File: config.mk
export PLATFORM = sky130hd
export DESIGN_NAME = mem_bus_arbiter
export DESIGN_NICKNAME = d
export VERILOG_FILES = /design/src/rtl/mem.sv /design/src/rtl/mem_arb_pkg.sv /design/src/rtl/mem_arb_slot.sv /design/src/rtl/mem_bus_arbiter.sv
export SDC_FILE = /design/constraint.sdc
export NUM_CORES = 1
export LEC_CHECK = 0
export CAP_MARGIN = 40
export CORE_MARGIN = 3
export CORE_UTILIZATION = 32
export DETAILED_ROUTE_END_ITERATION = 6
export RECOVER_POWER = 25
export SLEW_MARGIN = 5
export SYNTH_ARGS = -nofsm -noshare
export SYNTH_HDL_FRONTEND = slang
export SYNTH_SLANG_ARGS = --single-unit
export TNS_END_PERCENT = 10
File: constraint.sdc
create_clock -name clk_in -period 5.3 [get_ports clk_in]
set_input_delay 0.53 -clock clk_in [delete_from_list [all_inputs] [get_ports clk_in]]
set_output_delay 0.53 -clock clk_in [all_outputs]
set_load 0.02 [all_outputs]
File: src/rtl/mem.sv
// Memory-subsystem shared definitions: access-width encoding used by every
// block that talks to the memory bus.
package mem;

  typedef enum logic [1:0] {
    BYTE  = 2'd0,
    WORD  = 2'd1,
    DWORD = 2'd2
  } width_t;

endpackage

File: src/rtl/mem_arb_pkg.sv
// Types shared by the two-port memory bus arbiter: FSM state enum and the
// pending-request slot record.
package mem_arb_pkg;

  // Slot fields are sized for the widest supported bus; ports truncate on use.
  localparam int SLOT_ADDR_MAX = 64;
  localparam int SLOT_DATA_MAX = 64;

  typedef enum logic [2:0] {
    ST_IDLE     = 3'd0,
    ST_ISSUE    = 3'd1,
    ST_ACK      = 3'd2,
    ST_WAIT     = 3'd3,
    ST_COMPLETE = 3'd4
  } arb_state_t;

  typedef struct packed {
    logic [SLOT_ADDR_MAX-1:0] addr;
    mem::width_t              width;
    logic [SLOT_DATA_MAX-1:0] data;
    logic                     is_write;
  } slot_t;

endpackage

File: src/rtl/mem_arb_slot.sv
// One requester's pending-request slot: latches a legal dispatch pulse while
// empty and flags pulses that arrive while occupied or with both directions set.
module mem_arb_slot
  import mem_arb_pkg::*;
#(
  parameter int ADDR_W = 32,
  parameter int DATA_W = 32
) (
  input  logic              i_clk,
  input  logic              i_rst,
  input  logic              i_dispatch_read,
  input  logic              i_dispatch_write,
  input  logic [ADDR_W-1:0] i_addr,
  input  logic [1:0]        i_width,
  input  logic [DATA_W-1:0] i_data,
  input  logic              i_clear,
  output logic              o_valid,
  output slot_t             o_slot,
  output logic              o_proto_err
);

  logic  w_any;
  logic  w_accept;
  logic  r_valid;
  slot_t r_slot;

  assign w_any       = i_dispatch_read | i_dispatch_write;
  assign w_accept    = (i_dispatch_read ^ i_dispatch_write) & ~r_valid;
  assign o_proto_err = w_any & (r_valid | (i_dispatch_read & i_dispatch_write));

  always_ff @(posedge i_clk) begin
    if (i_rst) begin
      r_valid <= 1'b0;
    end else if (w_accept) begin
      r_valid <= 1'b1;
    end else if (i_clear) begin
      r_valid <= 1'b0;
    end
  end

  // Payload is only meaningful while r_valid, so it carries no reset.
  always_ff @(posedge i_clk) begin
    if (w_accept) begin
      r_slot.addr     <= SLOT_ADDR_MAX'(i_addr);
      r_slot.width    <= mem::width_t'(i_width);
      r_slot.data     <= SLOT_DATA_MAX'(i_data);
      r_slot.is_write <= i_dispatch_write;
    end
  end

  assign o_valid = r_valid;
  assign o_slot  = r_slot;

endmodule

File: src/rtl/mem_bus_arbiter.sv
// Two-port memory bus arbiter: one outstanding downstream access at a time,
// round-robin on contention, or port 0 always first with MEM_ARB_FIXED_PRIORITY_EN.
module mem_bus_arbiter
  import mem_arb_pkg::*;
#(
  parameter int ADDR_W = 32,
  parameter int DATA_W = 32
) (
  input  logic              clk_in,
  input  logic              rst_in,
  input  logic [ADDR_W-1:0] req0_addr_in,
  input  logic [1:0]        req0_width_in,
  input  logic [DATA_W-1:0] req0_write_data_in,
  input  logic              req0_dispatch_read_in,
  input  logic              req0_dispatch_write_in,
  output logic [DATA_W-1:0] req0_read_data_out,
  output logic              req0_busy_out,
  input  logic [ADDR_W-1:0] req1_addr_in,
  input  logic [1:0]        req1_width_in,
  input  logic [DATA_W-1:0] req1_write_data_in,
  input  logic              req1_dispatch_read_in,
  input  logic              req1_dispatch_write_in,
  output logic [DATA_W-1:0] req1_read_data_out,
  output logic              req1_busy_out,
  output logic [ADDR_W-1:0] mem_addr_out,
  output logic [1:0]        mem_width_out,
  output logic [DATA_W-1:0] mem_write_data_out,
  output logic              mem_dispatch_read_out,
  output logic              mem_dispatch_write_out,
  input  logic [DATA_W-1:0] mem_read_data_in,
  input  logic              mem_busy_in,
  output logic              grant_out,
  output logic              protocol_err_out
);

  arb_state_t        r_state;
  logic              r_grant;
  logic              r_is_write;
  logic [ADDR_W-1:0] r_mem_addr;
  logic [1:0]        r_mem_width;
  logic [DATA_W-1:0] r_mem_wdata;
  logic              r_disp_rd;
  logic              r_disp_wr;
  logic [DATA_W-1:0] r_rdata0;
  logic [DATA_W-1:0] r_rdata1;
  logic              r_err;
`ifndef MEM_ARB_FIXED_PRIORITY_EN
  logic              r_prio;
`endif

  logic  w_valid0;
  logic  w_valid1;
  logic  w_err0;
  logic  w_err1;
  logic  w_clr0;
  logic  w_clr1;
  logic  w_pick;
  slot_t w_slot0;
  slot_t w_slot1;
  slot_t w_sel;

  assign w_clr0 = (r_state == ST_COMPLETE) & ~r_grant;
  assign w_clr1 = (r_state == ST_COMPLETE) &  r_grant;

  mem_arb_slot #(.ADDR_W(ADDR_W), .DATA_W(DATA_W)) u_slot0 (
    .i_clk           (clk_in),
    .i_rst           (rst_in),
    .i_dispatch_read (req0_dispatch_read_in),
    .i_dispatch_write(req0_dispatch_write_in),
    .i_addr          (req0_addr_in),
    .i_width         (req0_width_in),
    .i_data          (req0_write_data_in),
    .i_clear         (w_clr0),
    .o_valid         (w_valid0),
    .o_slot          (w_slot0),
    .o_proto_err     (w_err0)
  );

  mem_arb_slot #(.ADDR_W(ADDR_W), .DATA_W(DATA_W)) u_slot1 (
    .i_clk           (clk_in),
    .i_rst           (rst_in),
    .i_dispatch_read (req1_dispatch_read_in),
    .i_dispatch_write(req1_dispatch_write_in),
    .i_addr          (req1_addr_in),
    .i_width         (req1_width_in),
    .i_data          (req1_write_data_in),
    .i_clear         (w_clr1),
    .o_valid         (w_valid1),
    .o_slot          (w_slot1),
    .o_proto_err     (w_err1)
  );

  always_comb begin
    w_pick = w_valid1;
    if (w_valid0 && w_valid1) begin
`ifdef MEM_ARB_FIXED_PRIORITY_EN
      w_pick = 1'b0;
`else
      w_pick = r_prio;
`endif
    end
  end

  assign w_sel = w_pick ? w_slot1 : w_slot0;

  always_ff @(posedge clk_in) begin
    if (rst_in) begin
      r_state     <= ST_IDLE;
      r_grant     <= 1'b0;
      r_is_write  <= 1'b0;
      r_mem_addr  <= '0;
      r_mem_width <= '0;
      r_mem_wdata <= '0;
      r_disp_rd   <= 1'b0;
      r_disp_wr   <= 1'b0;
      r_rdata0    <= '0;
      r_rdata1    <= '0;
      r_err       <= 1'b0;
`ifndef MEM_ARB_FIXED_PRIORITY_EN
      r_prio      <= 1'b0;
`endif
    end else begin
      r_err <= r_err | w_err0 | w_err1;
      case (r_state)
        ST_IDLE: begin
          if ((w_valid0 || w_valid1) && !mem_busy_in) begin
            r_grant     <= w_pick;
            r_is_write  <= w_sel.is_write;
            r_mem_addr  <= ADDR_W'(w_sel.addr);
            r_mem_width <= w_sel.width;
            r_mem_wdata <= DATA_W'(w_sel.data);
            r_disp_rd   <= ~w_sel.is_write;
            r_disp_wr   <= w_sel.is_write;
`ifndef MEM_ARB_FIXED_PRIORITY_EN
            r_prio      <= ~w_pick;
`endif
            r_state     <= ST_ISSUE;
          end
        end
        ST_ISSUE: begin
          r_disp_rd <= 1'b0;
          r_disp_wr <= 1'b0;
          r_state   <= ST_ACK;
        end
        // Downstream busy is not valid until one cycle after the dispatch.
        ST_ACK: r_state <= ST_WAIT;
        ST_WAIT: begin
          if (!mem_busy_in) r_state <= ST_COMPLETE;
        end
        ST_COMPLETE: begin
          if (!r_is_write) begin
            if (r_grant) r_rdata1 <= mem_read_data_in;
            else         r_rdata0 <= mem_read_data_in;
          end
          r_state <= ST_IDLE;
        end
        default: r_state <= ST_IDLE;
      endcase
    end
  end

  assign req0_read_data_out     = r_rdata0;
  assign req1_read_data_out     = r_rdata1;
  assign req0_busy_out          = w_valid0;
  assign req1_busy_out          = w_valid1;
  assign mem_addr_out           = r_mem_addr;
  assign mem_width_out          = r_mem_width;
  assign mem_write_data_out     = r_mem_wdata;
  assign mem_dispatch_read_out  = r_disp_rd;
  assign mem_dispatch_write_out = r_disp_wr;
  assign grant_out              = r_grant;
  assign protocol_err_out       = r_err;

endmodule

; Yosys cells after proc, flatten, opt, wreduce, memory -nomap -nowiden
; Cells that the tools add are included.
; W data, S select, Z words.
[totals]
ff_bits = 275
input_bits = 171
out_inout_bits = 136
wordCells = 76
[classes]
n_eq_ne = 6
mux = 13
n_bitwise = 22
n_reduce_logical = 13
[op_table]
columns = op, n
row1 = $mux W99, 1
row2 = $pmux W3 S4, 1
row3 = $and A1 B1 Y1, 8
row4 = $mux W1, 7
row5 = $eq A3 B2 Y1 const B, 2
row6 = $mux W3, 2
row7 = $not A1 Y1, 6
row8 = $or A1 B1 Y1, 6
row9 = $reduce_and A2 Y1, 3
row10 = $reduce_and A3 Y1, 2
row11 = $reduce_bool A2 Y1, 3
row12 = $ne A2 B2 Y1 const B, 2
row13 = $pmux W1 S2, 2
row14 = $eq A3 B1 Y1 const B, 1
row15 = $eq A3 B3 Y1 const B, 1
row16 = $logic_not A3 Y1, 1
row17 = $logic_and A1 B1 Y1, 2
row18 = $xor A1 B1 Y1, 2
row19 = $logic_not A1 Y1, 1
row20 = $logic_or A1 B1 Y1, 1

; Longest topological paths before layout
[logic_depth]
word_depth = 6
mapped_depth = 7
mapped_depth_nobuf = 5

; Cells and area by module
; A second synthesis with hierarchy kept.
[hier_totals]
hier_cells = 971
area_unflattened_um2 = 10538.9
[modules_own_cells]
columns = mod, n_inst, cells_per_inst, area_each_um2, seq_area_each_um2
row1 = mem_bus_arbiter, 1, 687, 5386.4, 2782.7
row2 = mem_arb_slot, 2, 142, 2576.2, 2031.9

; Worst setup path before layout
; OpenSTA, ideal clock, no wires.
[synth_path]
path_type = input-to-reg
startpoint = in req0_dispatch_read_in
endpoint = reg u_slot0.r_slot, in the netlist u_slot0.o_slot[0] (enable)
setup_time_ns = 0.501
arrival_ns = 3.834
t_required_ns = 4.799
path_slack_ns = 0.966
cell_stages = 3
path_buffers = 0
cell_sequence = inv_1 ha_1 nor2b_1
[synth_via]
elab_chain_cells = 2
[synth_rtl]
columns = element, line
row1 = from (decl), mem_bus_arbiter.sv:14  ; input logic req0_dispatch_read_in,
row2 = $xor A1 B1 Y1, mem_arb_slot.sv:28  ; assign w_accept = (i_dispatch_read ^ i_dispatch_write) & ~r_valid;
row3 = $and A1 B1 Y1, mem_arb_slot.sv:28
row4 = net u_slot0.w_accept, mem_arb_slot.sv:23  ; logic w_accept;
row5 = to (decl), mem_arb_slot.sv:25  ; slot_t r_slot;
; The timed path passes the listed nets, and every way through them passes these cells.
; A chain may end at the register's enable or synchronous reset.

; Final worst setup path
[layout_path]
startpoint = in rst_in
endpoint = reg r_state[0]
[layout_lines]
columns = element, line
row1 = from (decl), mem_bus_arbiter.sv:10  ; input logic rst_in,
row2 = to (signal assigned), mem_bus_arbiter.sv:108  ; r_state <= ST_IDLE;
row3 = to (signal assigned), mem_bus_arbiter.sv:137  ; r_state <= ST_ISSUE;
row4 = to (signal assigned), mem_bus_arbiter.sv:143  ; r_state <= ST_ACK;
row5 = to (decl), mem_bus_arbiter.sv:36  ; arb_state_t r_state;
; No word-level cell between the ends.

==> results.py <==
metrics = {
    "power_and_ir_drop": {
        "comb_power_share": 0.121,
        "switching_power_uw": 1220,
        "pwr-share-clk": 0.394,
        "p_seq_frac": 0.485,
        "p_total_uw": 5090,
        "powerDensity_nw_per_um2": 364,
        "switching_share": 0.240,
        "p_int_uw": 3870,
        "total_leakage_power_uw": 0.00484,
        "peakVddDrop_v": 0.000253,
    },
    "cts": {
        "cts_buffers": 29,
        "htree_num_levels": 1,
        "cts.sinks": 275,
        "postCtsSetupBuffers": 0,
        "clockBufferDepth": 3,
        "post_cts_resized": 0,
        "clock_latency_ns": 0.55,
        "cts_tree": "built",
        "cts_root_buffer": "clkbuf_16",
        "path_clk_slew_ns": 0.06,
        "cts.hold.buffers_added": 0,
    },
    "placed_design": {
        "io_buffers": 306,
        "gp_congestion": 0.748,
        "place_hpwl_um": 17000,
        "pre_cts_ws_ns": 2.39,
        "dp_cells": 1485,
    },
    "final_layout": {
        "fill_cells": 2727,
        "final_cells": 1547,
        "layout-drive-gt1-share": 0.0555,
        "area_growth_pct": 45.7,
        "layout_common_cells": "nand2_1, clkdlybuf4s50_1, dfxtp_1",
        "register_area_um2": 6850,
        "post-route-util": 0.479,
        "fin_nets": 1307,
        "multi_input_area_um2": 2470,
        "final_common_cell": "nand2_1",
    },
    "hold_path": {
        "hold_class": "reg2reg",
    },
    "worst_setup_path": {
        "crit_path_end_kind": "flip-flop",
        "cp_slowest_cell": "clkbuf_1",
        "crit_chain": "buf_4, clkbuf_1, a2111oi_0",
        "path_class": "in2reg",
        "crit_path_start_kind": "input pin",
        "cpPeakStageDelay_ns": 1.74,
        "required_ns": 5.60,
        "arrival_ns": 2.90,
        "cp_max_fo": 48,
    },
    "flow_run": {
        "drv_cap": 1,
    },
    "synthesis": {
        "synthCells": 842,
        "synth-seq-cells": 275,
        "syn_area_um2": 9600,
        "synth_cell_type_count": 32,
        "avgSynthCellArea_um2": 11.4,
        "ys_warn_count": 0,
        "ys_seq_area_frac": 0.713,
        "synth.net_count": 1017,
    },
    "global_routing": {
        "grt_pass1_wl_um": 39300,
        "busiest_layer": "met2",
        "grt_usage": 0.156,
        "grt_max_degree": 134,
        "grt_overflow_total": 0,
        "grt_pass1_vias": 7063,
        "use_met2": 0.263,
        "grt_util_met1": 0.192,
        "antenna_found_initial": 15,
        "met3_usage": 0.0534,
    },
    "timing": {
        "fin_crit_ns": 2.60,
        "layout_worst_path_cycle_share": 0.491,
        "final-max-slew-violation-count": 49,
        "slew_headroom": -0.579,
        "final_hold_viol_count": 0,
        "setup_ws_ns": 2.70,
        "setup_viol": 0,
        "skew_ns": 0.00956,
        "tns_ns": 0,
        "clock.fmax_mhz": 384,
        "tightest_slew_ns": 2.37,
        "rsz0062_at_grt": "false",
    },
    "routing": {
        "drtAntennaViolNets": 0,
        "drc": 0,
        "vias_per_cell": 4.63,
        "drt-wirelength-per-cell_um": 16.8,
        "drt-initial-drc-count": 300,
        "drt_first_pass_iters": 4,
        "routed_wl_um": 25900,
        "vias": 7155,
    },
    "die": {
        "die-area_um2": 32100,
        "core_area_um2": 29200,
        "die_w_um": 179,
        "die_y_um": 179,
        "num_rows": 62,
        "num_io_pins": 307,
        "start_util": 0.329,
    },
    "outcome": {
        "status": "finished with violations",
        "violations": "capacitance limit, slew limit",
    },
}
==> critical path, delay by kind of cell <==
family | cells | cell delay, ns
buf+inv | 2 | 2.16
compound gates | 1 | 0.19
==> layer usage <==
layer	share of wire	up-vias
met3	0.090	53
met2	0.47	242
met1	0.41	3323
met5	0.0029	-
li1	-	3525
met4	0.023	12
==> synthesized netlist by cell type <==
| cell | number | share of area |
|---|---|---|
| a2111oi_0 | 2 | 0.0018 |
| a211oi_1 | 2 | 0.0016 |
| a21oi_1 | 66 | 0.034 |
| a311oi_1 | 66 | 0.060 |
| a31o_2 | 1 | 0.00091 |
| and3b_1 | 1 | 0.00091 |
| and4b_1 | 1 | 0.0010 |
| buf_1 | 1 | 0.00039 |
| buf_2 | 26 | 0.014 |
| buf_4 | 3 | 0.0023 |
| buf_6 | 3 | 0.0035 |
| clkbuf_1 | 27 | 0.011 |
| dfxtp_1 | 141 | 0.29 |
| edfxtp_1 | 134 | 0.42 |
| ha_1 | 4 | 0.0052 |
| inv_1 | 6 | 0.0023 |
| mux2i_1 | 2 | 0.0021 |
| nand2_1 | 261 | 0.10 |
| nand4_1 | 1 | 0.00065 |
| nand4b_1 | 1 | 0.00091 |
| nor2_1 | 78 | 0.031 |
| nor2_2 | 1 | 0.00065 |
| nor2b_1 | 3 | 0.0020 |
| nor3_1 | 2 | 0.0010 |
| nor4_4 | 1 | 0.0022 |
| o21a_1 | 1 | 0.00078 |
| o21ai_0 | 2 | 0.0010 |
| o21ai_1 | 1 | 0.00052 |
| o21bai_1 | 1 | 0.00078 |
| o22ai_1 | 1 | 0.00065 |
| or2_1 | 1 | 0.00065 |
| or4b_4 | 1 | 0.0014 |
==> state kept, by name, indices dropped and copies added, names as in the netlist, 2 cells and up <==
signal	flops
mem_addr_out	32
mem_width_out	2
u_slot0.o_slot	67
req0_read_data_out	32
req1_read_data_out	32
r_state	3
mem_write_data_out	32
u_slot1.o_slot	67
==> final timing paths <==
| kind | end | depth (start not counted) | from | slack, ns |
|---|---|---|---|---|
| min | req1_read_data_out[11]$_SDFFE_PP0P_ | 2 | req1_read_data_out[11]$_SDFFE_PP0P_ | 0.45 |
| max reg2reg | mem_addr_out[3]$_SDFFE_PP0P_ | 4 | u_slot1.o_valid$_SDFFE_PP0P_ | 2.96 |
| min reg2reg | req1_read_data_out[11]$_SDFFE_PP0P_ | 2 | req1_read_data_out[11]$_SDFFE_PP0P_ | 0.45 |
| max | r_state[0]$_SDFFE_PP0P_ | 3 | rst_in | 2.70 |
==> power by group through the flow <==
stage                     clock network, uW  logic [uW]  registers (uW)
after detailed placement                  0         647            2510
final                                  2000         615            2470
after global routing                   2150         676            2480
after CTS                              2070         649            2470
after global placement                    0         631            2510
after floorplan                           0         230            2580
==> area by class of cell <==
class | instances | share of cell area
clock buffers | 41 | 0.0566
diodes | 9 | 0.00161
inverters | 6 | 0.00161
well taps | 384 | 0.0344
repair buffers | 319 | 0.229
flip-flops and latches | 275 | 0.490
clock inverters | 12 | 0.0110
multi-input cells | 501 | 0.176
==> cells by family after synthesis <==
kind of cell,after synthesis,synth area share
fa+ha+maj,4,0.00521
flops,275,0.713
simple gates,352,0.144
compound gates,143,0.103
buf+inv,66,0.0327
mux,2,0.00209
==> through the flow <==
stage                     hold WS [ns]  cell area (um^2)
final                            0.451             14000
after global routing             0.469             14000
after CTS                        0.447             14000
after detailed placement         0.446             13000
after global placement           0.441             13000
after floorplan                  0.491              9600
No activity file was read; power rests on OpenSTA's default activity.
